File: config.mk
export PLATFORM = sky130hd
export DESIGN_NAME = mem_stall_ctrl_flat
export DESIGN_NICKNAME = d
export VERILOG_FILES = /design/src/rtl/mem_stall_ctrl_if.sv /design/src/rtl/mem_stall_ctrl.sv /design/src/flat_wrapper.sv
export SDC_FILE = /design/constraint.sdc
export NUM_CORES = 1
export LEC_CHECK = 0
export ABC_CLOCK_PERIOD_IN_PS = 1900
export CORE_MARGIN = 8
export CORE_UTILIZATION = 39
export DETAILED_ROUTE_END_ITERATION = 16
export PLACE_DENSITY = 0.76
export SYNTH_ARGS = -nofsm -noshare
export SYNTH_HDL_FRONTEND = slang
export SYNTH_SLANG_ARGS = --single-unit
File: constraint.sdc
create_clock -name clk -period 1.9 [get_ports clk]
set_input_delay 0.38 -clock clk [delete_from_list [all_inputs] [get_ports clk]]
set_output_delay 0.38 -clock clk [all_outputs]
set_load 0.01 [all_outputs]
File: src/rtl/mem_stall_ctrl_if.sv
// Data-memory request/acknowledge bus between the MEM-stage stall controller and the memory.
interface mem_stall_ctrl_if;
  logic        dmem_req;
  logic        dmem_we;
  logic        dmem_ack;
  logic [31:0] dmem_rdata;

  modport master (
    output dmem_req,
    output dmem_we,
    input  dmem_ack,
    input  dmem_rdata
  );

  modport slave (
    input  dmem_req,
    input  dmem_we,
    output dmem_ack,
    output dmem_rdata
  );
endinterface

File: src/rtl/mem_stall_ctrl.sv
// MEM-stage sequencer: freezes the upstream pipeline around a variable-latency data access
// and steers the MEM/WB load so each memory instruction commits exactly once.
module mem_stall_ctrl #(
  parameter int unsigned TIMEOUT = 15,
  parameter int unsigned CNT_W   = 4,
  parameter int unsigned PERF_W  = 16
) (
  input  logic              clk,
  input  logic              rst_n,
  input  logic              MemReadMEM,
  input  logic              MemWriteMEM,
  mem_stall_ctrl_if.master  dmem,
  output logic [31:0]       dmemout,
  output logic              stall,
  output logic              memwb_en,
  output logic              memwb_bubble,
  output logic              timeout_err,
  output logic [PERF_W-1:0] stall_cycles
);

  localparam logic [1:0] StIdle = 2'd0;
  localparam logic [1:0] StWait = 2'd1;
  localparam logic [1:0] StDone = 2'd2;

  logic [1:0]        stateQ, stateD;
  logic [CNT_W-1:0]  cntQ, cntD;
  logic [31:0]       rdataQ, rdataD;
  logic              timeoutErrQ, timeoutErrD;
  logic [PERF_W-1:0] stallCyclesQ;
  logic              memop;
  logic              req, we;

  assign memop = MemReadMEM | MemWriteMEM;

  always_comb begin
    stateD       = stateQ;
    cntD         = cntQ;
    rdataD       = rdataQ;
    timeoutErrD  = timeoutErrQ;
    stall        = 1'b0;
    req          = 1'b0;
    we           = 1'b0;
    memwb_en     = 1'b1;
    memwb_bubble = 1'b0;
    case (stateQ)
      StIdle: begin
        // Any ack seen here is stale and is deliberately ignored.
        if (memop) begin
          stall        = 1'b1;
          req          = 1'b1;
          we           = MemWriteMEM;
          memwb_bubble = 1'b1;
          cntD         = '0;
          stateD       = StWait;
        end
      end
      StWait: begin
        stall        = 1'b1;
        req          = 1'b1;
        we           = MemWriteMEM;
        memwb_bubble = 1'b1;
        if (dmem.dmem_ack) begin
          rdataD = dmem.dmem_rdata;
          stateD = StDone;
        end else if (cntQ == CNT_W'(TIMEOUT - 1)) begin
          timeoutErrD = 1'b1;
          rdataD      = '0;
          stateD      = StDone;
        end else begin
          cntD = cntQ + CNT_W'(1);
        end
      end
      StDone: begin
        stateD = StIdle;
      end
      default: begin
        stateD = StIdle;
      end
    endcase
    // Reset flushes MEM/WB with a bubble and withdraws any outstanding request.
    if (!rst_n) begin
      stall        = 1'b0;
      req          = 1'b0;
      we           = 1'b0;
      memwb_en     = 1'b1;
      memwb_bubble = 1'b1;
    end
  end

  always_ff @(posedge clk) begin
    if (!rst_n) begin
      stateQ       <= StIdle;
      cntQ         <= '0;
      rdataQ       <= '0;
      timeoutErrQ  <= 1'b0;
      stallCyclesQ <= '0;
    end else begin
      stateQ      <= stateD;
      cntQ        <= cntD;
      rdataQ      <= rdataD;
      timeoutErrQ <= timeoutErrD;
      if (stall && (stallCyclesQ != {PERF_W{1'b1}})) begin
        stallCyclesQ <= stallCyclesQ + PERF_W'(1);
      end
    end
  end

  assign dmem.dmem_req = req;
  assign dmem.dmem_we  = we;
  assign dmemout       = rdataQ;
  assign timeout_err   = timeoutErrQ;
  assign stall_cycles  = stallCyclesQ;

endmodule

File: src/flat_wrapper.sv
// flat-port wrapper written by rule: the top's interface ports become plain ports
module mem_stall_ctrl_flat 
#(
  parameter int unsigned TIMEOUT = 15,
  parameter int unsigned CNT_W   = 4,
  parameter int unsigned PERF_W  = 16
)
  (clk, rst_n, MemReadMEM, MemWriteMEM, dmemout, stall, memwb_en, memwb_bubble, timeout_err, stall_cycles, dmem_dmem_req, dmem_dmem_we, dmem_dmem_ack, dmem_dmem_rdata);
  mem_stall_ctrl_if dmem_i ();
  input  logic clk;
  input  logic rst_n;
  input  logic MemReadMEM;
  input  logic MemWriteMEM;
  output logic [31:0] dmemout;
  output logic stall;
  output logic memwb_en;
  output logic memwb_bubble;
  output logic timeout_err;
  output logic [PERF_W-1:0] stall_cycles;
  output wire logic [$bits(dmem_i.dmem_req)-1:0] dmem_dmem_req;
  output wire logic [$bits(dmem_i.dmem_we)-1:0] dmem_dmem_we;
  input wire logic [$bits(dmem_i.dmem_ack)-1:0] dmem_dmem_ack;
  input wire logic [$bits(dmem_i.dmem_rdata)-1:0] dmem_dmem_rdata;
  assign dmem_dmem_req = dmem_i.dmem_req;
  assign dmem_dmem_we = dmem_i.dmem_we;
  assign dmem_i.dmem_ack = dmem_dmem_ack;
  assign dmem_i.dmem_rdata = dmem_dmem_rdata;
  mem_stall_ctrl #(.TIMEOUT(TIMEOUT), .CNT_W(CNT_W), .PERF_W(PERF_W)) u_core (.clk(clk), .rst_n(rst_n), .MemReadMEM(MemReadMEM), .MemWriteMEM(MemWriteMEM), .dmem(dmem_i), .dmemout(dmemout), .stall(stall), .memwb_en(memwb_en), .memwb_bubble(memwb_bubble), .timeout_err(timeout_err), .stall_cycles(stall_cycles));
endmodule
==> flow_summary.toml, run 1 <==
[run_status]
status = "finished, final reports clean"

[worst_setup_path]
arrival_ps = 2060
worstSetupStartpointType = "flop"
critPathMaxFanout = 5
critical_path_class = "reg -> reg"
required_ps = 2140
setup.worst_path.end_class = "flop"

[clock_network]
cts_tree = "built"
cts_root_buf = "clkbuf_8"
clkSinkCount = 55
clkLatencyLatePin_ps = 310
cts.htree.levels = 2
cts_inserted_buffers = 5
clk_pin_slew_ps = 90
clock_path_buffers = 2

[place]
io_buffers = 89
dp_worst_setup_slack_ps = -479
dp_cells = 424
hpwl_mm = 4.97
gp_congestion = 0.786
placed_area_um2 = 3410

[timing]
rsz0062_at_grt = "no"
worst_slack_ps = 78.1
fin_crit_ps = 1820
fin_crit_sh = 0.959
fmax_mhz = 549
hold_violations = 0
tns_ps = 0
hold_slack_ps = 491
slew_violations = 0
setup_viol = 0
clock_skew_ps = 9.83

[detailed_routing]
wl_per_cell_um = 15.3
vias_per_cell = 5.27
route.vias.total = 2282
drc = 0
top_layer = "met4"
finalWirelength_mm = 6.61
first_pass_iters = 4
wl_met1_mm = 2.71
wl_met3_um = 684
route.met2.wl_mm = 3.13
ant_nets = 0
drtIter0Drc = 114

[global_route]
grt_pass1_wl_mm = 11.0
first_global_vias = 2340
grt-ovfl-total = 0
grt_usage = 0.156
antenna_found_initial = 0
grt_start_max_net_pins = 44

[final_layout]
syn2layout_area_growth_pct = 56.8
drive_gt1_frac = 0.139
fin_util = 0.639
layoutNonFillerInstCount = 433
final_cell_area_um2 = 3540
n_antenna_cell = 0
nets = 400

[floorplan]
coreArea_um2 = 5540
die-area_um2 = 8480
ios = 91
row_count = 27
start_util = 0.408
chipWidth_um = 92.1
die_y_um = 92.1

[logic_synthesis]
yosysTopAreaCellShare = 0.488
synth_nets = 289
synth-seq-cells = 55
syn_avg_cell_area_um2 = 9.07
yosysTopAreaCell = "dfxtp_1"
syn_area_um2 = 2260
synthMostInstantiatedCell = "dfxtp_1"
ys_async_sr_fraction = 0
yosys_warnings = 0
synthTopCellsByArea = "dfxtp_1 49%, a22oi_1 11%, nor2_1 6.1%, mux2i_1 3.1%, clkbuf_1 2.3%"
synthTopCellsByCount = "55 x dfxtp_1, 37 x nor2_1, 32 x a22oi_1"
netlist_instances = 249
synth_edf_count = 0
synth_cell_type_count = 40
ys.flop_type = "dfxtp_1"
synth-seq-area-share = 0.488

[power_and_ir_drop]
p_leak_nw = 1.33
peakVddDrop_uv = 498
total_power_mw = 2.47
powerDensity_nw_per_um2 = 696

[run]
cap_violations = 0

[worst_hold_path]
hold_path.class = "reg -> reg"
layer usage:
| layer | track usage | vias to the layer above |
|---|---|---|
| met5 | 0 | - |
| met4 | 0.0403 | 0 |
| met3 | 0.0774 | 8 |
| met2 | 0.260 | 70 |
| met1 | 0.172 | 1082 |
| li1 | - | 1122 |
repair_timing:
item	4_1_cts	5_1_grt
endpoints found under the setup margin	6	2
buffers inserted	1	0
pin swaps	1	1
hold buffers	0	0
resized for setup	11	3
where the power goes:
| group | switching (mW) | internal (mW) |
|---|---|---|
| registers | 0.0392 | 1.20 |
| clock network | 0.389 | 0.399 |
| logic | 0.188 | 0.246 |
| total | 0.617 | 1.85 |
cell families (layout without fill, tap and decap cells):
logic type                 after synthesis  after routing  synth area share
muxes                                    7              7            0.0310
DFF                                     55             55             0.488
buffers and inverters                   26            138            0.0476
other                                    1              1           0.00166
and+or+nand+nor                         93             93             0.214
adders and majority gates                3              3            0.0166
AOI/OAI and AO/OA                       64             64             0.201
flip-flops by register name, summed over array words and instances, names as in the netlist:
register	flops
u_core.cntQ	4
u_core.dmemout	32
u_core.stall_cycles	16
u_core.stateQ	2
u_core.timeout_err	1
worst max-delay path, stage by stage (launching register included):
cell and delay (ps):
dfxtp_2 370, inv_1 50, ha_1 190, and3_1 190
o22a_1 180, or4b_2 630, a21oi_2 150
cell type report:
cell class                 instances  area (um^2)
tap                               72         90.1
fill                             502         2000
multi-input combinational        168         1070
clock buffer                       6         72.6
timing repair buffer             122         1130
clock inverter                     2         38.8
sequential                        55         1100
inverter                           8         30.0
path summary, 6_finish.rpt:
kind	slack (ps)	endpoint	cells past startpoint	startpoint
hold / removal	490	u_core.cntQ[3]	2	u_core.cntQ[3]
setup / recovery	80	u_core.cntQ[1]	6	u_core.cntQ[0]
hold reg to reg	490	u_core.cntQ[3]	2	u_core.cntQ[3]
setup reg to reg	80	u_core.cntQ[1]	6	u_core.cntQ[0]
cells in the final DEF, fill, tap and decap left out, types with 2 or more instances in the layout:
master,netlist,routed
mux2i_1,7,7
nor3_1,5,4
and3_1,2,2
and2_1,2,2
a22oi_1,32,32
clkdlybuf4s50_1,0,82
a31oi_1,3,3
o41ai_1,2,2
o311ai_0,2,2
nor4_1,2,2
o21ai_0,5,5
buf_4,2,32
nand4b_1,2,2
nand3_1,6,6
a21boi_0,3,3
dfxtp_1,55,54
clkbuf_8,0,5
nand2_1,12,12
dlygate4sd2_1,0,7
nand2b_1,7,7
or3_1,2,2
a211oi_1,3,3
or4_1,6,5
o31ai_1,5,5
a21oi_1,6,5
and4_1,2,2
ha_1,3,3
nor2_1,37,37
inv_1,7,7
No activity file was read; power rests on OpenSTA's default activity.
==> run 2: changes to the inputs <==
==> constraint.sdc (replaced) <==
create_clock -name clk -period 1.9 [get_ports clk]
set_input_delay 0.475 -clock clk [delete_from_list [all_inputs] [get_ports clk]]
set_output_delay 0.475 -clock clk [all_outputs]
set_load 0.005 [all_outputs]
==> flow_summary.toml, run 2 (synthesis gave the netlist of run 1 again) <==
[run_status]
status = "finished, final reports clean"

[floorplan]
coreArea_um2 = 5540
ios = 91
die-area_um2 = 8480
die_y_um = 92.1
start_util = 0.408
chipWidth_um = 92.1
row_count = 27

[final_layout]
final_cell_mix = "82 x clkdlybuf4s50_1, 54 x dfxtp_1, 37 x nor2_1"
multi_input_area_um2 = 1080
n_antenna_cell = 0
final_cell_area_um2 = 3590
area.sequential_um2 = 1100
syn2layout_area_growth_pct = 59.0
largest_register_ffs = 32
final_common_cell = "clkdlybuf4s50_1"
fin_util = 0.648
drive_gt1_frac = 0.145
num-fill-cells = 459
nets = 404
layoutNonFillerInstCount = 437

[timing]
setup_viol = 0
fin_crit_ps = 1870
clock_skew_ps = 7.76
worst_slack_ps = 25.2
slew_violations = 0
rsz0062_at_grt = "no"
fin_crit_sh = 0.987
fmax_mhz = 533
hold_violations = 0

[global_route]
grt_usage = 0.155
first_global_vias = 2309
antenna_found_initial = 0
grt_start_max_net_pins = 44
grt-ovfl-total = 0
grt_pass1_wl_mm = 10.9

[clock_network]
clk_pin_slew_ps = 100
clkLatencyLatePin_ps = 310
clock_path_buffers = 2
cts_tree = "built"
postCtsHoldBufs = 0
clkSinkCount = 55
cts_root_buf = "clkbuf_8"
cts.htree.levels = 2
cts_inserted_buffers = 5

[detailed_routing]
vias_per_cell = 5.32
first_pass_iters = 5
route.vias.total = 2323
wl_per_cell_um = 15.5
drtIter0Drc = 116
drc = 0
finalWirelength_mm = 6.77
ant_nets = 0

[place]
dp_worst_setup_slack_ps = -585
hpwl_mm = 5.07
dp_cells = 428
io_buffers = 89
gp_congestion = 0.850
placed_area_um2 = 3470

[worst_setup_path]
arrival_ps = 2120
required_ps = 2150
critical_path_class = "in -> reg"
critPathMaxFanout = 6
worstSetupStartpointType = "primary input"
regToRegSetupSlack_ps = 50
setup.worst_path.end_class = "flop"

[power_and_ir_drop]
powerDensity_nw_per_um2 = 652
p_leak_nw = 1.34
peakVddDrop_uv = 426
total_power_mw = 2.34

[worst_hold_path]
hold_path.class = "reg -> reg"

[run]
cap_violations = 0
[run 2: worst max-delay path, cell delays in order]
cell and delay (ps):
dlygate4sd2_1 260, nor3_4 50, buf_4 150, or4_4 570
or4_1 480, a21oi_1 140
[run 2: worst paths after layout]
path	start	end	cells past startpoint
max	MemReadMEM	u_core.stall_cycles[13]	6
min reg2reg	u_core.dmemout[29]	u_core.dmemout[29]	2
max reg2reg	u_core.stateQ[0]	u_core.stall_cycles[13]	5
min	u_core.dmemout[29]	u_core.dmemout[29]	2
[run 2: final cells by class]
class	instances	share of cell area
Timing Repair Buffer	126	0.334
Sequential cell	55	0.307
Clock buffer	6	0.0202
Tap cell	72	0.0251
Inverter	8	0.00836
Multi-Input combinational cell	168	0.300
Clock inverter	2	0.00488
[run 2: report_power, final]
| part | total (mW) | internal [mW] | switching (mW) |
|---|---|---|---|
| Combinational | 0.443 | 0.266 | 0.177 |
| Clock | 0.657 | 0.266 | 0.391 |
| Sequential | 1.24 | 1.20 | 0.0379 |
[run 2: per-layer routing]
layer	GRT usage	wire, um	up-vias
li1	-	-	1142
met1	0.169	2770	1090
met2	0.258	3240	80
met3	0.0758	657	11
met4	0.0483	110	0
met5	0	0	-
[run 2: repair_timing]
item | in CTS | in global routing
setup endpoints to repair | 10 | 4
gates resized for setup | 13 | 3
buffers inserted | 1 | 0
pin swaps | 1 | 0
[run 2: stage by stage]
step	hold WS [ps]	setup TNS, ps
finish	509	0
global route	544	0
CTS	511	0
detailed placement	487	-7250
global placement	472	-6150
floorplan	458	-14.8
==> run 3: changes to the inputs <==
TNS_END_PERCENT = 20   (was default)
==> flow_summary.toml, run 3 (synthesis gave the netlist of run 1 again) <==
[power_and_ir_drop]
p_leak_nw = 1.34
powerDensity_nw_per_um2 = 652
total_power_mw = 2.34
peakVddDrop_uv = 426

[worst_setup_path]
arrival_ps = 2120
path_buf_inv = 2
r2r-start = "u_core.stateQ[0]"
worstSetupStartpointType = "primary input"
critical_path_class = "in -> reg"
path_cells = "dlygate4sd2_1 -> nor3_4 -> buf_4 -> or4_4 -> or4_1 -> a21oi_1"
required_ps = 2150
crit_start = "MemReadMEM"
max_stage_delay_ps = 570
crit_slowest_cell = "or4_4"
setup.worst_path.end_class = "flop"
critPathMaxFanout = 6
crit_family = "simple AND/OR/NAND/NOR gates"

[clock_network]
clkSinkCount = 55
clkLatencyLatePin_ps = 310
postCtsHoldBufs = 0
clk_pin_slew_ps = 100
cts_inserted_buffers = 5
clock_path_buffers = 2
cts.htree.levels = 2
cts_root_buf = "clkbuf_8"
cts_tree = "built"

[global_route]
first_global_vias = 2309
grt.busiest_layer = "met2"
use_met2 = 0.258
use_met3 = 0.0758
use_met1 = 0.169
grt_start_max_net_pins = 44
antenna_found_initial = 0
grt_pass1_wl_mm = 10.9
grt_usage = 0.155
grt-ovfl-total = 0

[final_layout]
final_common_cell = "clkdlybuf4s50_1"
layoutNonFillerInstCount = 437
final_cell_mix = "82 x clkdlybuf4s50_1, 54 x dfxtp_1, 37 x nor2_1"
drive_gt1_frac = 0.145
area.sequential_um2 = 1100
num-fill-cells = 459
largest_register_ffs = 32
n_antenna_cell = 0
nets = 404
syn2layout_area_growth_pct = 59.0
multi_input_area_um2 = 1080

[floorplan]
row_count = 27
die_y_um = 92.1
start_util = 0.408
ios = 91
die-area_um2 = 8480
chipWidth_um = 92.1
coreArea_um2 = 5540

[place]
io_buffers = 89
gp_congestion = 0.850
hpwl_mm = 5.07
dp_cells = 428

[detailed_routing]
vias_per_cell = 5.32
drc = 0
drtIter0Drc = 116
wl_per_cell_um = 15.5
ant_nets = 0
first_pass_iters = 5
route.vias.total = 2323
finalWirelength_mm = 6.77

[run]
cap_violations = 0

[worst_hold_path]
hold_path.class = "reg -> reg"
hp-start = "u_core.dmemout[29]"

[run_status]
status = "finished, final reports clean"

[timing]
setup_viol = 0
fmax_mhz = 533
clock_skew_ps = 7.76
rsz0062_at_grt = "no"
hold_violations = 0
fin_crit_sh = 0.987
fin_crit_ps = 1870
slew_violations = 0
==> run 3: cell counts in the layout (fill, tap and decap cells not counted) <==
No cell type changed its count.
==> run 3: metal layers <==
layer,routed length [um],vias up
met4,110,0
met3,657,11
met1,2770,1090
li1,-,1142
met5,0,-
met2,3240,80
==> run 3: worst paths after layout <==
check                            end  slack (ps)  cells after the start
min reg2reg       u_core.dmemout[29]         510                      2
max reg2reg  u_core.stall_cycles[13]          50                      5
max          u_core.stall_cycles[13]          30                      6
min               u_core.dmemout[29]         510                      2
==> run 3: final cells by class <==
type	instances	share of cell area
clock inverters	2	0.00488
repair buffers	126	0.334
multi-input cells	168	0.300
clock buffers	6	0.0202
inverters	8	0.00836
well taps	72	0.0251
flip-flops and latches	55	0.307
==> run 3: timing repair <==
action                     CTS  global route
gates resized for setup     13             3
setup buffers                1             0
pin swaps                    1             0
setup endpoints to repair   10             4
cloned                       0             0
==> run 3: stage by stage <==
step                      hold WS, ps  area, um^2   util  setup slack [ps]  setup TNS, ps
after global placement            472        3470  0.627              -485          -6150
after global routing              544        3590  0.648              3.27              0
after CTS                         511        3590  0.647              24.4              0
final                             509        3590  0.648              25.2              0
after floorplan                   458        2260      -             -14.8          -14.8
after detailed placement          487        3470  0.627              -585          -7250
==> run 3: worst reg2reg max path: cells and delay by family, from the launching register on <==
family                 cells  cell delay, ps
AOI/OAI and AO/OA          1             140
buffers and inverters      1             150
DFF                        1             390
and+or+nand+nor            3            1110
==> run 3: where the power goes <==
part	switching [mW]	total [mW]	internal [mW]
clock	0.391	0.657	0.266
sequential	0.0379	1.24	1.20
combinational	0.177	0.443	0.266
total	0.605	2.34	1.73
